==> src/rtl/uart_rx_ext.sv <==
// uart_rx_ext: oversampled UART receiver with optional parity, 1/2 stop bits, glitch and break handling (in: i_clk i_reset i_rx i_bd_tick; out: o_data o_rx_done o_parity_err o_frame_err o_busy)
module uart_rx_ext #(
  parameter int DATA_BITS  = 8,
  parameter int OVERSAMPLE = 16,
  parameter int STOP_BITS  = 1,
  parameter int PARITY     = 0
) (
  input  logic                 i_clk,
  input  logic                 i_reset,
  input  logic                 i_rx,
  input  logic                 i_bd_tick,
  output logic [DATA_BITS-1:0] o_data,
  output logic                 o_rx_done,
  output logic                 o_parity_err,
  output logic                 o_frame_err,
  output logic                 o_busy
);
  localparam int TW = $clog2(OVERSAMPLE);
  localparam int BW = $clog2(DATA_BITS + 1);
  typedef enum logic [2:0] {IDLE, START, DATA, PAR, STOP} state_t;
  state_t r_state, w_next;
  logic [TW-1:0] r_tick;
  logic [BW-1:0] r_bit;
  logic [DATA_BITS-1:0] r_shift;
  logic r_armed, r_perr, r_ferr, w_done, w_mid, w_end, w_par_err;
  assign w_mid = i_bd_tick && r_tick == TW'(OVERSAMPLE / 2 - 1);
  assign w_end = i_bd_tick && r_tick == TW'(OVERSAMPLE - 1);
  assign w_par_err = ^r_shift ^ i_rx ^ (PARITY == 1);
  always_comb begin
    w_next = r_state;
    w_done = 1'b0;
    case (r_state)
      IDLE:  w_next = r_armed && !i_rx ? START : IDLE;
      START: w_next = w_mid ? (i_rx ? IDLE : DATA) : START;
      DATA:  w_next = w_end && r_bit == BW'(DATA_BITS - 1) ? (PARITY != 0 ? PAR : STOP) : DATA;
      PAR:   w_next = w_end ? STOP : PAR;
      STOP: begin
        w_done = w_end && r_bit == BW'(STOP_BITS - 1);
        w_next = w_done ? IDLE : STOP;
      end
      default: w_next = IDLE;
    endcase
  end
  always_ff @(posedge i_clk) begin
    if (i_reset) begin
      r_state      <= IDLE;
      r_armed      <= 1'b0;
      r_tick       <= '0;
      r_bit        <= '0;
      r_shift      <= '0;
      r_perr       <= 1'b0;
      r_ferr       <= 1'b0;
      o_data       <= '0;
      o_rx_done    <= 1'b0;
      o_parity_err <= 1'b0;
      o_frame_err  <= 1'b0;
      o_busy       <= 1'b0;
    end else begin
      r_state   <= w_next;
      r_armed   <= r_state == IDLE && i_rx;
      r_tick    <= r_state == IDLE || (i_bd_tick && (w_next != r_state || r_tick == TW'(OVERSAMPLE - 1))) ? '0 : r_tick + TW'(i_bd_tick);
      r_bit     <= w_next != r_state ? '0 : r_bit + BW'(w_end && (r_state == DATA || r_state == STOP));
      r_perr    <= r_state == IDLE ? 1'b0 : r_state == PAR && w_end ? w_par_err : r_perr;
      r_ferr    <= r_state == IDLE ? 1'b0 : r_state == STOP && w_end && !i_rx ? 1'b1 : r_ferr;
      o_rx_done <= w_done;
      o_busy    <= w_next != IDLE;
      if (r_state == DATA && w_end) r_shift <= {i_rx, r_shift[DATA_BITS-1:1]};
      if (w_done) begin
        o_data       <= r_shift;
        o_parity_err <= r_perr;
        o_frame_err  <= r_ferr | !i_rx;
      end
    end
  end
endmodule
==> config.mk <==
export PLATFORM = sky130hd
export DESIGN_NAME = uart_rx_ext
export DESIGN_NICKNAME = d
export VERILOG_FILES = /design/src/rtl/uart_rx_ext.sv
export SDC_FILE = /design/constraint.sdc
export NUM_CORES = 1
export LEC_CHECK = 0
export CORE_UTILIZATION = 39
export DETAILED_ROUTE_END_ITERATION = 8
export GPL_TIMING_DRIVEN = 1
export PLACE_DENSITY = 0.56
export RECOVER_POWER = 100
export SYNTH_ARGS = -nofsm -noshare
export SYNTH_HDL_FRONTEND = slang
export SYNTH_SLANG_ARGS = --single-unit
==> constraint.sdc <==
create_clock -name i_clk -period 4 [get_ports i_clk]
set_input_delay 0.4 -clock i_clk [delete_from_list [all_inputs] [get_ports i_clk]]
set_output_delay 0.4 -clock i_clk [all_outputs]
set_load 0.005 [all_outputs]
## After elaboration in Yosys (flattened, before gate mapping)

Cells that the tools add are included.

- Register bits after elaboration: 34
- Bits of input ports: 4
- Word-level logic and storage cells: 55

- Add/sub/neg operators: 2
- Eq/ne operators: 8
- Mux-type cells: 8
- Bitwise logic cells: 2
- Reductions and logical operators: 23

Operators by type and width:

| cell | number |
|---|---|
| $pmux W3 S5 | 1 |
| $logic_and A1 B1 Y1 | 12 |
| $mux W3 | 3 |
| $add A4 B1 Y4 | 2 |
| $eq A4 B3 Y1 const B | 2 |
| $reduce_xor A8 Y1 | 1 |
| $eq A3 B2 Y1 const B | 2 |
| $reduce_or A2 Y1 | 3 |
| $eq A4 B4 Y1 const B | 1 |
| $logic_not A4 Y1 | 1 |
| $mux W2 | 2 |
| $eq A3 B1 Y1 const B | 1 |
| $eq A3 B3 Y1 const B | 1 |
| $logic_not A3 Y1 | 1 |
| $logic_or A1 B1 Y1 | 3 |
| $ne A3 B3 Y1 | 1 |
| $reduce_bool A3 Y1 | 1 |
| $mux W1 | 2 |
| $logic_not A1 Y1 | 1 |
| $or A1 B1 Y1 | 1 |
| $xor A1 B1 Y1 | 1 |

## Logic depth before layout (Yosys ltp)

- Word-level depth: 10
- Gate-level depth with buffers: 8

## Least setup slack after synthesis

Ideal clock, no wire load.

- Kind: in2reg
- Start point: input port i_bd_tick
- End point: register r_bit[1]
- Data arrival time: 1.407 ns
- Setup slack: 2.464 ns
- Stages on the path: 7
- Path buffers: 1
- Cell sequence: and4_1 -> buf_4 -> nand2_1 -> nor3_1 -> ha_1 -> ha_1 -> a21boi_1

- Longest elaborated chain between the ends: 6
- Elaborated cells between the ends (all ways): 13
- Classes of those cells: add/sub: 1; eq/ne: 1; mux: 5; reduce/logical: 6

Ends and longest elaborated chain:

| item | RTL line | RTL |
|---|---|---|
| from (decl) | 11 | `input logic i_bd_tick,` |
| $logic_and A1 B1 Y1 | 27 | `assign w_end = i_bd_tick && r_tick == TW'(OVERSAMPLE - 1);` |
| $logic_and A1 B1 Y1 (on tied branches) | 35, 38 |  |
| $mux W3 (on tied branches) | 35, 39 |  |
| $pmux W3 S5 | 32 | `case (r_state)` |
| $ne A3 B3 Y1 | 62 | `r_bit <= w_next != r_state ? '0 : r_bit + BW'(w_end && (r_state == DATA \|\| r_state == STOP));` |
| $reduce_or A2 Y1 (no line) | n/a |  |
| to (signal assigned) | 62 |  |
| to (decl) | 23 | `logic [BW-1:0] r_bit;` |

Several ways; a longest one is shown, not always the timed one.
A chain may end at the register's enable or synchronous reset.

## Final worst setup path

- Start point: input port i_bd_tick
- End point: register o_frame_err

- Longest elaborated chain between the ends: 3

Ends and longest elaborated chain:

| item | RTL line | RTL |
|---|---|---|
| $logic_and A1 B1 Y1 | 27 |  |
| $logic_and A1 B1 Y1 | 38 | `w_done = w_end && r_bit == BW'(STOP_BITS - 1);` |
| $mux W1 | 32 |  |
| to (signal assigned) | 71 | `o_frame_err <= r_ferr \| !i_rx;` |
| to (decl) | 15 | `output logic o_frame_err,` |

No other way between the ends.

==> flow_summary_export.csv <==
group,metric,value,unit
synth,synth_cell_types,41,
synth,synth_area_per_cell,9.72,sq um
floorplan,coreArea,0.00374,sq mm
drt,ant_nets,0,
drt,viasPerCell,5.24,
final_layout,final_cells,219,
synth,ys_top_cells_by_area,"dfxtp_1 44%, mux2i_1 11%, nor2_1 5.8%, xnor2_1 4.5%, ha_1 3.2%",
sta,post-route-period-util,61.2,%
synth,synth_top_area_share,43.8,%
cts,ctsRootBufferMaster,"clkbuf_8",
cts,cts_setup_buffers,0,
drt,drt-wirelength-per-cell,13.0,um
final_layout,fillerInstances,388,
final_layout,final_cell_mix,"34 x dfxtp_1, 24 x nor2_1, 17 x mux2i_1, 14 x dlygate4sd3_1, 8 x xnor2_1",
power_and_ir_drop,leakage,0.730,nW
synth,async_flop_share,0,%
power_and_ir_drop,ir_drop,0.000187,V
synth,synth_seq_cells,34,
sta,whs,490,ps
sta,setup_tns,0,ps
drt,vias,1148,
cts,htreeDepth,2,
placement,place_hpwl,1930,um
final_layout,design_area,0.00178,sq mm
status,outcome,"completed",
floorplan,pin_count,16,
sta,timing.slew.headroom,31.5,%
floorplan,die_w,65.2,um
synth,synth_largest_area_cell,"dfxtp_1",
synth,synth-seq-area-share,43.8,%
worst_setup_path,path_class,"in -> reg",
cts,clockBufferDepth,2,
sta,fmax,409,MHz
synth,yosys_warnings,0,
final_layout,final_common_cell,"dfxtp_1",
floorplan,dieArea,0.00424,sq mm
sta,tightest_slew,1020,ps
cts,cts_tree,"done",
synth,syn_nets,168,
placement,dpl_cell_area,0.00171,sq mm
sta,setup_violations,0,
grt,met3_usage,4.17,%
cts,clkLatencyLatePin,290,ps
floorplan,die_y,65.2,um
sta,rsz0062_at_grt,"no",
sta,setup_slack,1550,ps
grt,antenna_found_initial,0,
final_layout,final_nets,180,
sta,hold_viol,0,
drt,drc_errors,0,
grt,grt_use_total,15.2,%
worst_setup_path,cp.arrival,2650,ps
drt,drt-initial-drc-count,85,
cts,cts_hold_buf,0,
placement,io_buffers,15,
power_and_ir_drop,p_per_area,341,mW/mm^2
drt,drt_first_pass_iters,4,
floorplan,start_util,41.5,%
min_path,hp-class,"reg -> reg",
placement,dp_slack,1290,ps
placement,gp_congestion,0.785,
worst_setup_path,cp.required,4200,ps
cts,clk_pin_slew_worst_paths,60,ps
worst_setup_path,startpoint_type,"primary input",
flow_run,maxCapViolations,0,
grt,grt_overflow,0,
sta,final-max-slew-violation-count,0,
final_layout,fin_util,47.6,%
final_layout,drive_gt1_share,4.68,%
synth,syn_inst,160,
placement,dp.cells,213,
floorplan,rows,22,
synth,synth_enable_flop_cells,0,
grt,grt_start_max_net_pins,30,
sta,period_needed,2450,ps
cts,clock-sinks,34,
sta,finClkSkew,6.31,ps
grt,grt_first_pass_wirelength,4800,um
power_and_ir_drop,p_total,608,uW
synth,yosys_most_used_dff,"dfxtp_1",
grt,grt-busiest-layer,"met2",
grt,met2_usage,24.0,%
grt,use_met1,18.2,%
worst_setup_path,crit_fanout,12,
grt,grt_pass1_vias,1074,
cts,numCtsBuffers,5,
drt,totalWireLength,2850,um
synth,synth_area,0.00156,sq mm
final_layout,syn2layout_area_growth,14.6,%
final_layout,n_antenna_cell,0,
worst_setup_path,worstSetupEndpointType,"register",
cts,ctsResizeCount,0,
-- kinds of logic after synthesis --
kind of cell / after synthesis / share of synthesized area [%]
multiplexers: 17 / 10.9
XOR/XNOR: 12 / 7.64
buffers and inverters: 13 / 4.59
AND/OR/NAND/NOR: 57 / 19.4
AO/OA/AOI/OAI: 23 / 10.5
flip-flops: 34 / 43.8
adder cells (fa/ha/maj): 4 / 3.22
-- cells in the mapped netlist, drive strengths merged (3+ instances only) --
master and n:
dfxtp 34, nor2 24, mux2i 17, buf 8, xnor2 8, a21oi 7
nor3 7, nand2 5, ha 4, clkbuf 3, nand4 3, xor2 3
-- where the power goes --
group / internal (mW) / switching [mW] / total (mW)
sequential: 0.340 / 0.00210 / 0.343
clock: 0.132 / 0.113 / 0.246
combinational: 0.00744 / 0.0119 / 0.0193
-- flip-flops by register name, summed over array words and instances (netlist names) --
| signal | cells |
|---|---|
| r_state | 3 |
| r_shift | 8 |
| o_rx_done | 1 |
| o_busy | 1 |
| o_parity_err | 1 |
| r_perr | 1 |
| r_armed | 1 |
| o_data | 8 |
| r_bit | 4 |
| o_frame_err | 1 |
| r_tick | 4 |
| r_ferr | 1 |
-- worst paths after layout --
path / from / end / slack, ps / cells past startpoint
setup / recovery: i_bd_tick / o_frame_err$_SDFFE_PP0P_ / 1550 / 5
hold / removal: o_data[2]$_SDFFE_PP0P_ / o_data[2]$_SDFFE_PP0P_ / 490 / 2
setup reg to reg: r_state[1]$_SDFF_PP0_ / r_shift[2]$_SDFFE_PP0P_ / 1910 / 5
hold reg to reg: o_data[2]$_SDFFE_PP0P_ / o_data[2]$_SDFFE_PP0P_ / 490 / 2
-- critical path: stages --
cell	delay (ps)
dlygate4sd3_1	660
and4_1	400
nand4_1	660
nor2b_1	370
nor3_1	160
-- cell type report --
cell class / count / area [sq um] / share of cell area [%]
Clock buffer: 6 / 82.6 / 4.63
Inverter: 2 / 7.51 / 0.421
Multi-Input combinational cell: 113 / 797 / 44.7
Sequential cell: 34 / 681 / 38.2
Tap cell: 48 / 60.1 / 3.37
Timing Repair Buffer: 16 / 154 / 8.64
-- metal layers --
metal  vias to the layer above  wire, um
met1                       541      1350
li1                        586         -
met2                        14      1350
met3                         7        92
met4                         0        63
met5                         -         0
Note: power is estimated with default switching activity, not from simulation.
